$ cat src/rtl/sdr_memtest.sv
// SDRAM pattern tester: writes a mode-selected pattern over a region in bursts, reads it back, compares.
// Commands wait on cmd_ack, write beats advance on wr_ready, read beats on rd_valid; one burst in flight.
module sdr_memtest #(
   parameter int ADDR_WIDTH    = 22,
   parameter int DATA_WIDTH    = 16,
   parameter int BURST_LEN     = 8,
   parameter int REGION_LOG2   = 22,
   parameter int LOOP          = 1,
   parameter int HALT_ON_ERROR = 0
) (
   input  logic                  clk,
   input  logic                  reset,
   input  logic                  init_done,
   input  logic                  start,
   input  logic [1:0]            mode,
   output logic                  cmd_req,
   input  logic                  cmd_ack,
   output logic                  cmd_we,
   output logic [ADDR_WIDTH-1:0] cmd_addr,
   output logic [DATA_WIDTH-1:0] wr_data,
   input  logic                  wr_ready,
   input  logic                  rd_valid,
   input  logic [DATA_WIDTH-1:0] rd_data,
   output logic                  busy,
   output logic                  done,
   output logic                  fail,
   output logic [15:0]           pass_count,
   output logic [15:0]           err_count,
   output logic [ADDR_WIDTH-1:0] err_addr,
   output logic [DATA_WIDTH-1:0] err_expect,
   output logic [DATA_WIDTH-1:0] err_got
);
   localparam int EW = REGION_LOG2 + DATA_WIDTH;
   localparam logic [REGION_LOG2-1:0] BEAT_MASK = REGION_LOG2'(BURST_LEN - 1);

   typedef enum logic [2:0] {IDLE, WAIT_INIT, WR_CMD, WR_DATA, RD_CMD, RD_DATA, STOP} state_t;

   state_t                  state;
   logic [1:0]              mode_q;
   logic                    phase;
   logic [REGION_LOG2-1:0]  addr;
   logic                    last_beat;
   logic                    last_burst;
   logic                    mismatch;
   logic [DATA_WIDTH-1:0]   expect_dat;

   function automatic logic [DATA_WIDTH-1:0] pattern(input logic [REGION_LOG2-1:0] a,
                                                     input logic [1:0] m, input logic p);
      logic [EW-1:0]         ax;
      logic [DATA_WIDTH-1:0] b;
      ax = EW'(a);
      b  = '0;
      case (m)
         2'd0:    b = ax[DATA_WIDTH-1:0];
         2'd1:    b = DATA_WIDTH'(1) << (ax % EW'(DATA_WIDTH));
         2'd2:    b = ~ax[DATA_WIDTH-1:0];
         default: for (int i = 0; i < DATA_WIDTH; i++) b[i] = ((i % 2) == 0) ^ a[0];
      endcase
      return b ^ {DATA_WIDTH{p}};
   endfunction

   // addr walks word by word; it is burst-aligned whenever a command is pending
   assign expect_dat = pattern(addr, mode_q, phase);
   assign last_beat  = (addr & BEAT_MASK) == BEAT_MASK;
   assign last_burst = &addr;
   assign mismatch   = rd_data != expect_dat;
   assign cmd_addr   = ADDR_WIDTH'(addr);
   assign wr_data    = (state == WR_DATA) ? expect_dat : '0;

   always_ff @(posedge clk) begin
      if (reset) begin
         state      <= IDLE;
         mode_q     <= 2'd0;
         phase      <= 1'b0;
         addr       <= '0;
         cmd_req    <= 1'b0;
         cmd_we     <= 1'b0;
         busy       <= 1'b0;
         done       <= 1'b0;
         fail       <= 1'b0;
         pass_count <= '0;
         err_count  <= '0;
         err_addr   <= '0;
         err_expect <= '0;
         err_got    <= '0;
      end else begin
         case (state)
            IDLE, STOP: if (start) begin
               mode_q     <= mode;
               phase      <= 1'b0;
               addr       <= '0;
               pass_count <= '0;
               err_count  <= '0;
               fail       <= 1'b0;
               err_addr   <= '0;
               err_expect <= '0;
               err_got    <= '0;
               busy       <= 1'b1;
               done       <= 1'b0;
               state      <= WAIT_INIT;
            end
            WAIT_INIT: if (init_done) begin
               cmd_req <= 1'b1;
               cmd_we  <= 1'b1;
               state   <= WR_CMD;
            end
            WR_CMD, RD_CMD: if (cmd_ack) begin
               cmd_req <= 1'b0;
               state   <= (state == WR_CMD) ? WR_DATA : RD_DATA;
            end
            WR_DATA: if (wr_ready) begin
               addr <= addr + 1'b1;
               if (last_beat) begin
                  cmd_req <= 1'b1;
                  cmd_we  <= !last_burst;
                  state   <= last_burst ? RD_CMD : WR_CMD;
               end
            end
            RD_DATA: if (rd_valid) begin
               addr <= addr + 1'b1;
               if (mismatch) begin
                  fail <= 1'b1;
                  if (err_count != 16'hFFFF) err_count <= err_count + 1'b1;
                  if (!fail) begin
                     err_addr   <= ADDR_WIDTH'(addr);
                     err_expect <= expect_dat;
                     err_got    <= rd_data;
                  end
               end
               if (last_beat) begin
                  // the beat just compared counts towards the halt decision
                  if ((HALT_ON_ERROR != 0) && (fail || mismatch)) begin
                     busy  <= 1'b0;
                     done  <= 1'b1;
                     state <= STOP;
                  end else if (!last_burst) begin
                     cmd_req <= 1'b1;
                     cmd_we  <= 1'b0;
                     state   <= RD_CMD;
                  end else begin
                     pass_count <= pass_count + 1'b1;
                     phase      <= ~phase;
                     if (LOOP != 0) begin
                        cmd_req <= 1'b1;
                        cmd_we  <= 1'b1;
                        state   <= WR_CMD;
                     end else begin
                        busy  <= 1'b0;
                        done  <= 1'b1;
                        state <= STOP;
                     end
                  end
               end
            end
            default: state <= IDLE;
         endcase
      end
   end
endmodule

$ cat config.mk
export PLATFORM = sky130hd
export DESIGN_NAME = sdr_memtest
export DESIGN_NICKNAME = d
export VERILOG_FILES = /design/src/rtl/sdr_memtest.sv
export SDC_FILE = /design/constraint.sdc
export NUM_CORES = 1
export LEC_CHECK = 0
export CAP_MARGIN = 5
export CORE_UTILIZATION = 43
export CTS_BUF_LIST = sky130_fd_sc_hd__clkbuf_16
export CTS_CLUSTER_SIZE = 28
export DETAILED_ROUTE_END_ITERATION = 10
export PLACE_DENSITY_LB_ADDON = 0.08
export SYNTH_ARGS = -nofsm -noshare
export SYNTH_HDL_FRONTEND = slang
export SYNTH_SLANG_ARGS = --single-unit
$ cat constraint.sdc
create_clock -name clk -period 3.79 [get_ports clk]
set_input_delay 0.379 -clock clk [delete_from_list [all_inputs] [get_ports clk]]
set_output_delay 0.379 -clock clk [all_outputs]
set_load 0.01 [all_outputs]
======== Yosys cells after proc, flatten, opt, wreduce, memory -nomap -nowiden ========
Cells that the tools add are included.
word-level totals
  input bits .............................. 25
  output and inout port bits .............. 129
  flip-flop bits (word level) ............. 118
  logic and storage cells ................. 120
cells by class
  bitwise operators ....................... 4
  reduce and logical (&&, ||, !) cells .... 19
  shifts and indexed selects .............. 1
  equality and inequality tests ........... 22
  add/sub/neg operators ................... 3
  multiplexer cells ....................... 58
operators with widths
  cell                     count
  $mux W16                 14
  $mux W22                 6
  $pmux W16 S2             4
  $pmux W22 S3             1
  $pmux W16 S3             1
  $pmux W22 S2             1
  $add A16 B1 Y16 const B  2
  $mux W3                  10
  $add A22 B1 Y22 const B  1
  $ne A2 B2 Y1 const B     11
  $reduce_and A22 Y1       1
  $reduce_and A5 Y1        4
  $mux W1                  16
  $ne A16 B16 Y1           1
  $ne A16 B16 Y1 const B   1
  $not A16 Y16             1
  $shl A1 B4 Y16 const A   1
  $xor A16 B16 Y16         1
  $pmux W3 S5              1
  $eq A3 B3 Y1 const B     4
  $reduce_and A4 Y1        2
  $reduce_and A7 Y1        1
  $eq A3 B2 Y1 const B     2
  $reduce_and A6 Y1        1
  15 further kinds         19

======== Longest topological paths before layout ========
Gate-level depths: netlist of the first run.
  word-level depth ........................ 7
  mapped depth ............................ 14
  depth with buffers taken out ............ 11

======== Worst setup path after synthesis of the first run ========
No wires, ideal clock.
  path kind ............................... flip-flop to flip-flop
  from .................................... register addr[0] (netlist: cmd_addr[0])
  to ...................................... register err_addr[10]
  path buffers ............................ 3
  library setup time ...................... 0.117 ns
  period minus slack after synthesis ...... 3.236 ns
  data required time ...................... 3.673 ns
  arrival time ............................ 3.120 ns
  slack ................................... 0.554 ns
  stages on the path, launching flop included .. 15
  cell sequence ........................... dfxtp_1 -> clkbuf_1 -> inv_1 -> ha_1 -> nand2b_4 -> nor3_1 -> o22ai_2 -> xnor2_1 -> or4_4 -> a2111oi_4 -> a211oi_2 -> and2_4 -> buf_6 -> buf_6 -> a22o_1
on the way
  longest elaborated chain between the ends .. 6
  elaborated cells on any way between the ends .. 8
  classes of those cells .................. 2 x eq/ne; 1 x shift; 1 x mux; 3 x bitwise; 1 x reduce/logical
ends and longest elaborated chain
  element                                       line  source
  start: declaration                            41    logic [REGION_LOG2-1:0] addr;
  start signal: assignment                      112   addr <= addr + 1'b1;
  start signal: assignment                      120   addr <= addr + 1'b1;
  $shl A1 B4 Y16, or another cell as far along  55    2'd1: b = DATA_WIDTH'(1) << (ax % EW'(DATA_WIDTH));
  $pmux W16 S3 *                                53    case (m)
  $xor A16 B16 Y16 *                            59    return b ^ {DATA_WIDTH{p}};
  $ne A16 B16 Y1 *                              66    assign mismatch = rd_data != expect_dat;
  $ne A2 B2 Y1 (no source line) *               n/a
  $reduce_and A5 Y1 (no source line) *          n/a
  end signal: assignment                        125   err_addr <= ADDR_WIDTH'(addr);
  end: declaration                              29    output logic [ADDR_WIDTH-1:0] err_addr,
Mark *: on every way between the ends. The rest lies on a longest branch, timed or not.
A chain may end at the register's enable or synchronous reset.

======== Final worst setup path of the first run ========
  from .................................... register addr[0] (netlist: cmd_addr[0])
  to ...................................... register err_addr[7]
Same word-level chain as after synthesis.

==> metrics.md, run 1 <==
| Metric | Value |
|---|---|
| Outcome | `complete, no violations` |
| Cell area after synthesis | `6220 um^2` |
| First-pass GRT wire length | `29,000 um` |
| R2r endpoint | `err_addr[7]$_SDFFE_PP0P_` |
| TritonCTS buffer count | `17` |
| Die area | `14,900 um^2` |
| Clock transition at path regs | `50 ps` |
| CP max stage cell | `and2_4` |
| I/O Buffers | `152` |
| Count of different cell masters after synthesis | `81` |
| Vias in the first global route | `5,650` |
| Skew-Pair Late Insertion Delay | `420 ps` |
| Post-Route Setup TNS | `0 ps` |
| Vias | `5,926` |
| Ratio of final minimum period to clock period | `90.5%` |
| WL final | `18,100 um` |
| Crit-path cells | `inv_1 -> ha_1 -> and3b_1 -> o221ai_1 -> nor2_1 -> o22a_1 -> a31oi_1 -> a2111oi_4 -> a211oi_2 -> and2_4 -> a22o_1` |
| Placed Cells incl. Taps | `1,019` |
| Layout Cell Area excl Fill | `8530 um^2` |
| Post_cts resized | `0` |
| Final Hold Vio Count | `0` |
| Worst-Margin Slew | `692 ps` |
| Drc violations | `0` |
| Ys async rst share | `0%` |
| Mean Syn Cell Area | `8.72 um^2` |
| Die Height | `122 um` |
| Combinational share of power | `28.8%` |
| Period minus WS final | `3430 ps` |
| Flop pwr share | `31.0%` |
| Leakage | `3.20 nW` |
| # rows | `43` |
| CTS Buffer Depth | `2` |
| Crit Path Max Fanout | `38` |
| Pin count of the biggest net entering global routing | `45` |
| GRT met2 Usage | `40.8%` |
| Sw Pwr | `0.00140 W` |
| Mapped Cells | `713` |
| Global Route met3 Usage | `4.97%` |
| Clk pwr share | `40.2%` |
| CP endpoint | `err_addr[7]$_SDFFE_PP0P_` |
| Via density | `5.64` |
| Most frequent cells in the layout | `152 x clkdlybuf4s50_1, 115 x dfxtp_1, 85 x nor2_1` |
| Max incr delay on CP | `520 ps` |
| GP Congestion | `0.903` |
| Antenna viol nets, final | `0` |
| Crit path launch type | `flop` |
| Reg2Reg Depth | `11` |
| Grt total ovfl | `0` |
| CTS tree | `done` |
| Crit path max-delay family | `compound AO/OA/AOI/OAI gates` |
| RSZ-0062 raised after global routing | `no` |
| Finished Layout Cells | `1,051` |
| Required @ worst endpoint | `4150 ps` |
| Post-synthesis sequential area ratio | `38.0%` |
| I/O Pins | `154` |
| Buffers & Inverters on Critical Path | `1` |
| Max Cap Viol | `0` |
| Layout cell share with drive strength beyond 1 | `8.84%` |
| Worst setup path class | `flop to flop` |
| Setup WS pre-CTS | `223 ps` |
| GR peak layer | `met2` |
| Placed Instance Area | `7890 um^2` |
| H-Tree Depth | `4` |
| Syn Nets | `746` |
| Final setup viols | `0` |
| Commonest non-fill, non-tap cell in the layout | `clkdlybuf4s50_1` |
| Fmax achieved | `292 MHz` |
| Predominant post-synthesis flop cell | `dfxtp_1` |
| Routed WL per cell | `17.3 um` |
| Initial drt markers | `296` |
| Antenna diodes | `0` |
| Sw Share | `32.6%` |
| Flops & latches, synth | `118` |
| Peak supply drop | `0.369 mV` |
| Clk sink count | `118` |
| Final hold slack | `448 ps` |
| Crit path depth | `11` |
| Final Net Count | `891` |
| Setup bufs post-CTS | `0` |
| GRT Total Usage | `25.0%` |
| Crit path DAT | `3790 ps` |
| R2R Setup Slk | `360 ps` |
| Int Power | `0.00290 W` |
| Hpwl dp | `13,200 um` |
| Met1 Use GR | `32.2%` |
| Crit path launch | `cmd_addr[0]$_SDFFE_PP0P_` |
| Fillers | `1,265` |
| Antenna violations before repair | `0` |
| Pwr dens | `505 nW/um^2` |
| Clock Skew | `7.25 ps` |
| Initial Util | `44.4%` |
| Syn. warnings | `0` |
| CTS Hold Bufs | `0` |
| DIE WIDTH | `122 um` |
| RR Startpoint | `cmd_addr[0]$_SDFFE_PP0P_` |
| Post-synth EDFFs | `0` |
| Min setup slack post-route | `362 ps` |
| Worst setup EP type | `flop` |
| P&R area growth vs syn | `37.2%` |
| Hold Path Class | `flop to flop` |
| Final Max Slew Viols | `0` |
| Core box area | `14,000 um^2` |
| Drt first pass iters | `5` |
| Root buffer cell | `clkbuf_16` |
| Max-slew headroom | `53.8%` |
-- final cells by class --
cell class	instances	area, um^2	share of cell area (%)
Tap cell	180	225	2.64
Inverter	16	60.1	0.704
Timing Repair Buffer	175	1710	20.0
Multi-Input combinational cell	530	3540	41.4
Sequential cell	118	2370	27.7
Clock buffer	17	425	4.99
Clock inverter	15	211	2.48
-- worst min path at each step --
stage	slack, ps	to	start	cells past startpoint
after floorplan	470	busy$_SDFFE_PP0P_	busy$_SDFFE_PP0P_	2
after global placement	440	busy$_SDFFE_PP0P_	busy$_SDFFE_PP0P_	2
after detailed placement	440	busy$_SDFFE_PP0P_	busy$_SDFFE_PP0P_	2
after CTS	450	busy$_SDFFE_PP0P_	busy$_SDFFE_PP0P_	2
after global routing	470	busy$_SDFFE_PP0P_	busy$_SDFFE_PP0P_	2
final	450	busy$_SDFFE_PP0P_	busy$_SDFFE_PP0P_	2
-- cells in the mapped netlist (all sizes together) (3+ instances only) --
cell type,count,share of area (%)
a22o,39,5.5
or2,3,0.30
o21a,4,0.48
inv,16,0.97
clkbuf,24,1.4
a211oi,5,0.76
o31ai,5,0.83
nor3,16,1.3
and3b,5,0.70
nor2,85,5.1
a22oi,3,0.36
nand2,42,2.6
buf,25,2.7
o211ai,7,0.85
o22ai,10,1.2
ha,8,1.6
nor4,3,0.30
and4,5,0.70
and2,7,0.74
o21ai,17,1.4
o2bb2ai,15,2.1
o211a,3,0.48
dfxtp,118,38
nand4,15,1.5
or3,4,0.40
a31oi,8,1.0
nor2b,10,1.0
nand3,27,2.2
a21oi,34,2.7
and3,19,1.9
nand2b,8,0.93
xor2,46,6.5
mux2i,4,0.64
a31o,3,0.42
xnor2,25,3.5
a311oi,5,0.70
nor3b,4,0.48
-- stage by stage --
step,utilization (%),power (W)
floorplan,-,0.00224
global placement,56.4,0.00258
detailed placement,56.4,0.00259
CTS,61.0,0.00433
global route,61.0,0.00453
finish,61.0,0.00431
-- kinds of logic (layout without fill, tap and decap cells) --
kind of cell               Yosys count  in the layout  share of synthesized area [%]
xor gates and xnor gates            71             71                           10.0
DFF                                118            118                           38.0
other                                1              1                         0.0603
buffers and inverters               65            223                           5.13
AOI/OAI and AO/OA                  185            185                           23.1
and+or+nand+nor                    260            260                           21.3
muxes                                5              5                          0.825
adders and majority gates            8              8                           1.61
-- worst min-delay path, delay by kind of cell, from the launching register on --
family,cells,cell delay (ps)
buffers and inverters,1,50
AO/OA/AOI/OAI,1,50
flip-flops,1,310
-- power by group through the flow --
stage	Clock (W)	Sequential, W	Combinational [W]
4_1_cts	0.00176	0.00133	0.00124
5_1_grt	0.00182	0.00134	0.00137
6_report	0.00173	0.00133	0.00124
2_1_floorplan	0	0.00132	0.000921
3_3_place_gp	0	0.00136	0.00122
3_5_place_dp	0	0.00136	0.00123
-- metal layers --
| metal | wire, um | vias to the layer above |
|---|---|---|
| li1 | - | 2871 |
| met1 | 8220 | 2854 |
| met2 | 8710 | 176 |
| met3 | 833 | 25 |
| met4 | 369 | 0 |
| met5 | 0 | - |
-- registers in the layout (all words and copies together), names as in the netlist --
register,cells
cmd_we,1
fail,1
pass_count,16
err_count,16
mode_q,2
err_got,16
phase,1
err_expect,16
err_addr,22
cmd_req,1
busy,1
state,3
cmd_addr,22
No activity file was read; power rests on OpenSTA's default activity.
==> run 2, diff against run 1 <==
- clock period: 3.79 -> 3.8 ns (I/O delays scaled with it)
==> run 2 against run 1 <==
  * Critical endpoint is now err_addr[16]$_SDFFE_PP0P_
  * Cell count stayed put
  * Register-to-register slack worse by 20 ps
  * Core utilization is 0.11 points higher
  * Total power is 0.90% higher
  * Critical path depth is 1 lower
  * Clock power is 2% higher
  * Final area is 0.18% higher
  * Die area stayed put
  * Largest power group unchanged
  * Sequential share of layout area hardly changed
==> metrics.md, run 2 (synthesis results as in run 1) <==
| Metric | Value |
|---|---|
| Final Max Slew Viols | `0` |
| WHS Path Cells | `2` |
| Antenna viol nets, final | `0` |
| Sw Pwr | `0.00144 W` |
| H-Tree Depth | `4` |
| GRT Total Usage | `25.4%` |
| Clk pwr share | `40.8%` |
| Die area | `14,900 um^2` |
| Max incr delay on CP | `490 ps` |
| Worst setup path class | `flop to flop` |
| RSZ-0062 raised after global routing | `no` |
| CTS Buffer Depth | `2` |
| Buffers & Inverters on Critical Path | `1` |
| Worst-Margin Slew | `692 ps` |
| CTS Hold Bufs | `0` |
| Clock Skew | `14.7 ps` |
| Final Net Count | `891` |
| Post-Route Setup TNS | `0 ps` |
| Finished Layout Cells | `1,051` |
| Drt first pass iters | `5` |
| First-pass GRT wire length | `29,600 um` |
| Flop pwr share | `30.5%` |
| Drc violations | `0` |
| # rows | `43` |
| Worst setup EP type | `flop` |
| DIE WIDTH | `122 um` |
| Reg2Reg Depth | `10` |
| Max-slew headroom | `53.8%` |
| Max Cap Viol | `0` |
| Most frequent cells in the layout | `152 x clkdlybuf4s50_1, 115 x dfxtp_1, 85 x nor2_1` |
| Hpwl dp | `13,300 um` |
| Layout cell share with drive strength beyond 1 | `8.96%` |
| Initial drt markers | `299` |
| Antenna violations before repair | `0` |
| P&R area growth vs syn | `37.5%` |
| Core box area | `14,000 um^2` |
| Clock transition at path regs | `60 ps` |
| Vias in the first global route | `5,718` |
| Skew-Pair Late Insertion Delay | `430 ps` |
| Required @ worst endpoint | `4160 ps` |
| GP Congestion | `0.900` |
| Crit path depth | `10` |
| Die Height | `122 um` |
| Peak supply drop | `0.300 mV` |
| Period minus WS final | `3460 ps` |
| Hold Path Class | `flop to flop` |
| Routed WL per cell | `17.4 um` |
| CTS tree | `done` |
| Outcome | `complete, no violations` |
| Setup bufs post-CTS | `0` |
| Crit-path cells | `buf_4 -> xor2_1 -> o221ai_1 -> and2_1 -> o22a_1 -> a31oi_1 -> a2111oi_4 -> a211oi_2 -> and2_4 -> a22o_1` |
| CP max stage cell | `dfxtp_2` |
| Crit path DAT | `3820 ps` |
| I/O Pins | `154` |
| Final Hold Vio Count | `0` |
| I/O Buffers | `152` |
| Initial Util | `44.4%` |
| Pwr dens | `508 nW/um^2` |
| R2R Setup Slk | `340 ps` |
| Crit Path Max Fanout | `38` |
| Pin count of the biggest net entering global routing | `45` |
| Fillers | `1,219` |
| Clk sink count | `118` |
| Via density | `5.64` |
| Total power | `0.00434 W` |
| WL final | `18,300 um` |
| Vias | `5,923` |
| Leakage | `3.19 nW` |
| Root buffer cell | `clkbuf_16` |
| Combinational share of power | `28.7%` |
| Grt total ovfl | `0` |
| Sw Share | `33.1%` |
| Placed Cells incl. Taps | `1,019` |
| TritonCTS buffer count | `17` |
| Fmax achieved | `289 MHz` |
| Commonest non-fill, non-tap cell in the layout | `clkdlybuf4s50_1` |
| Final setup viols | `0` |
| Ratio of final minimum period to clock period | `91.0%` |
| Antenna diodes | `0` |
| Int Power | `0.00291 W` |
| Crit path max-delay family | `compound AO/OA/AOI/OAI gates` |
| Post_cts resized | `0` |
| Crit path launch type | `flop` |
-- run 2: area by class of cell --
class | instances | area [um^2] | area share, %
repair buffers | 175 | 1710 | 20.0
clock buffers | 17 | 425 | 4.98
flip-flops and latches | 118 | 2370 | 27.7
well taps | 180 | 225 | 2.64
multi-input cells | 530 | 3540 | 41.4
inverters | 16 | 60.1 | 0.703
clock inverters | 15 | 226 | 2.65
-- run 2: metrics by stage --
stage	setup slack [ps]	util [%]	instance area (um^2)	hold slack, ps
detailed placement	154	56.4	7890	446
floorplan	564	-	6220	470
global placement	272	56.4	7890	436
finish	342	61.1	8550	462
CTS	128	61.1	8540	467
global route	71.0	61.1	8550	480
-- run 2: worst register-to-register path, cell delays in order, from the launching register on --
cell and delay, ps:
dfxtp_2 490, buf_4 310, xor2_1 260, o221ai_1 280, and2_1 240, o22a_1 170
a31oi_1 420, a2111oi_4 80, a211oi_2 420, and2_4 490, a22o_1 250
-- run 2: worst paths after layout --
path | startpoint | end
worst max-delay path | mode_q[1]$_SDFFE_PP0P_ | err_addr[16]$_SDFFE_PP0P_
worst min-delay path | busy$_SDFFE_PP0P_ | busy$_SDFFE_PP0P_
worst max register to register | mode_q[1]$_SDFFE_PP0P_ | err_addr[16]$_SDFFE_PP0P_
worst min register to register | busy$_SDFFE_PP0P_ | busy$_SDFFE_PP0P_
-- run 2: metal layers --
| layer | GRT usage (%) | vias to the layer above | wire (um) |
|---|---|---|---|
| met2 | 42.8 | 185 | 8860 |
| met4 | 8.31 | 0 | 239 |
| met1 | 32.1 | 2841 | 8310 |
| met3 | 5.16 | 20 | 904 |
| li1 | - | 2877 | - |
| met5 | 0 | - | 0 |
-- run 2: power groups by stage --
stage	Clock (W)	Combinational (W)	Sequential (W)
floorplan	0	0.000919	0.00132
global placement	0	0.00122	0.00135
detailed placement	0	0.00124	0.00135
CTS	0.00180	0.00125	0.00132
global route	0.00185	0.00138	0.00133
finish	0.00177	0.00125	0.00133
==> run 3, diff against run 2 <==
- ABC_CLOCK_PERIOD_IN_PS: default -> 3800
- SKIP_LAST_GASP: default -> 1
==> results of run 3 <==
Same layout as run 2: the final DEF is identical, and so are final timing and power.
==> variant (config.mk and constraints of run 3) <==
The 7 states of `state_t` get a one-hot encoding in 7 bits.
--- a/src/rtl/sdr_memtest.sv
+++ b/src/rtl/sdr_memtest.sv
@@ -34,5 +34,5 @@
    localparam logic [REGION_LOG2-1:0] BEAT_MASK = REGION_LOG2'(BURST_LEN - 1);
 
-   typedef enum logic [2:0] {IDLE, WAIT_INIT, WR_CMD, WR_DATA, RD_CMD, RD_DATA, STOP} state_t;
+   typedef enum logic [6:0] {IDLE = 7'b0000001, WAIT_INIT = 7'b0000010, WR_CMD = 7'b0000100, WR_DATA = 7'b0001000, RD_CMD = 7'b0010000, RD_DATA = 7'b0100000, STOP = 7'b1000000} state_t;
 
    state_t                  state;
Function: same outputs for any inputs over 4 cycles, from zero or initial values and one cycle with reset high; so few cycles prove little.
==> variant against run 3 <==
  * Worst setup slack worse by 0.094 ns
  * Sequential share of layout area is 2.0 points lower
  * Core utilization down 2.1 points
  * Critical path type unchanged
  * Via count grew 16%
  * Critical endpoint is now err_count[15]
  * First-iteration DRC count up 49%
  * Sequential cell count grew 3
  * Non-clock buffer count up 5
  * Routed wire length up 13%
  * Largest cell class unchanged
  * Global-route usage decreased by 0.44 points
  * Synthesized area rose by 14%
  * Design area increased by 10%
Power is not compared: it rests on default switching activity, and its combinational part moved more than twofold at a synthesized area within 25%.
==> variant: results (changes against run 3) <==
critical hold path startpoint err_got[15]; met2 WL 9140 µm (+3.1%); nets 1,037 (+16%); M1 WL 9640 µm (+16%); Max FO, Critical Path 17 (-55%); CTS clk-pin slew, worst paths 0.06 ns (about the same); Yosys cell types 74 (-8.6%); vias in the first global route 6,280 (+9.8%); WP data arrival 3.84 ns (+0.02 ns); sequential area share after synthesis 0.342 (-0.0381); dpl cell area 8780 µm² (+11%); Syn Nets 904 (+21%); slew margin rel. 0.454 (-0.0841); post_cts resized 0 (unchanged); Worst Clk Skew 0.00821 ns (-0.00644 ns); gr usage total 0.249 (-0.00438); layout cells sized above 1 0.0806 (-0.00892); WL met3 1480 µm (+64%); status completed; met1 Track Usage GR 0.333 (+0.0115); Starting DRT DRC Count 446 (+49%); GR met2 Demand/Resource 0.387 (-0.0410); ranking of synthesized cells by area dfxtp_1 34%, nor2_1 5.6%, xnor2_1 4.6%, mux2i_1 4.5%, nand2_1 4.0%; largest net degree at the start of global routing 65 (+44%); global-route wire length before repair 32,600 µm (+10%); GRT met3 Usage 0.0656 (+0.0140); Post-DP HPWL 15,000 µm (+13%); Detailed Routing Iterations Pass 1 4 (-1); Via density 5.57 (-1.2%); WL/cell 16.7 µm (-4.0%); H-Tree Depth 4 (unchanged); most frequent cells after synthesis 121 x dfxtp_1, 106 x nor2_1, 76 x nand2_1; Final GP Congestion 0.937 (+4.1%)
==> variant: worst paths after layout <==
kind / to / slack [ns] / depth (start not counted)
worst max-delay path: err_count[15] / 0.25 / 10
worst min-delay path: err_got[15] / 0.46 / 2
worst max register to register: err_count[15] / 0.25 / 10
worst min register to register: err_got[15] / 0.46 / 2
==> variant: area by class of cell <==
cell class / instances / area (µm²)
clock buffer: 17 / 425
clock inverter: 15 / 233
fill: 1533 / 6560
inverter: 19 / 71.3
multi-input combinational: 665 / 4270
sequential: 121 / 2420
tap: 216 / 270
timing repair buffer: 180 / 1740
==> variant: logic make-up after synthesis <==
family,count (synthesis),synth area share
XOR/XNOR,67,0.0828
AND/OR/NAND/NOR,372,0.269
AO/OA/AOI/OAI,168,0.163
adder cells (fa/ha/maj),8,0.0141
flip-flops,121,0.342
other,1,0.000529
multiplexers,49,0.0722
buffers and inverters,85,0.0565
==> variant: power groups by stage <==
stage                     Combinational [mW]  Clock [mW]  Sequential, mW
after floorplan                        0.404           0            1.32
after global placement                 0.538           0            1.34
after detailed placement               0.537           0            1.34
after CTS                              0.539        1.84            1.31
after global routing                   0.590        1.89            1.31
final                                  0.545        1.81            1.31
==> variant: stage by stage <==
stage,std cells,worst slack [ns]
2_1_floorplan,871,0.579
3_3_place_gp,1201,0.352
3_5_place_dp,1201,0.303
4_1_cts,1233,0.303
5_1_grt,1233,0.0311
6_report,1233,0.248
==> variant: worst max-delay path, cell delays in order, from the launching register on <==
cell and delay [ns]:
dfxtp_1 0.70, buf_4 0.29, xor2_1 0.08, o22ai_1 0.39, o32ai_1 0.15, a211o_1 0.26
mux2_2 0.27, a2111o_1 0.33, or4_1 0.63, nand3_4 0.22, o41ai_1 0.10
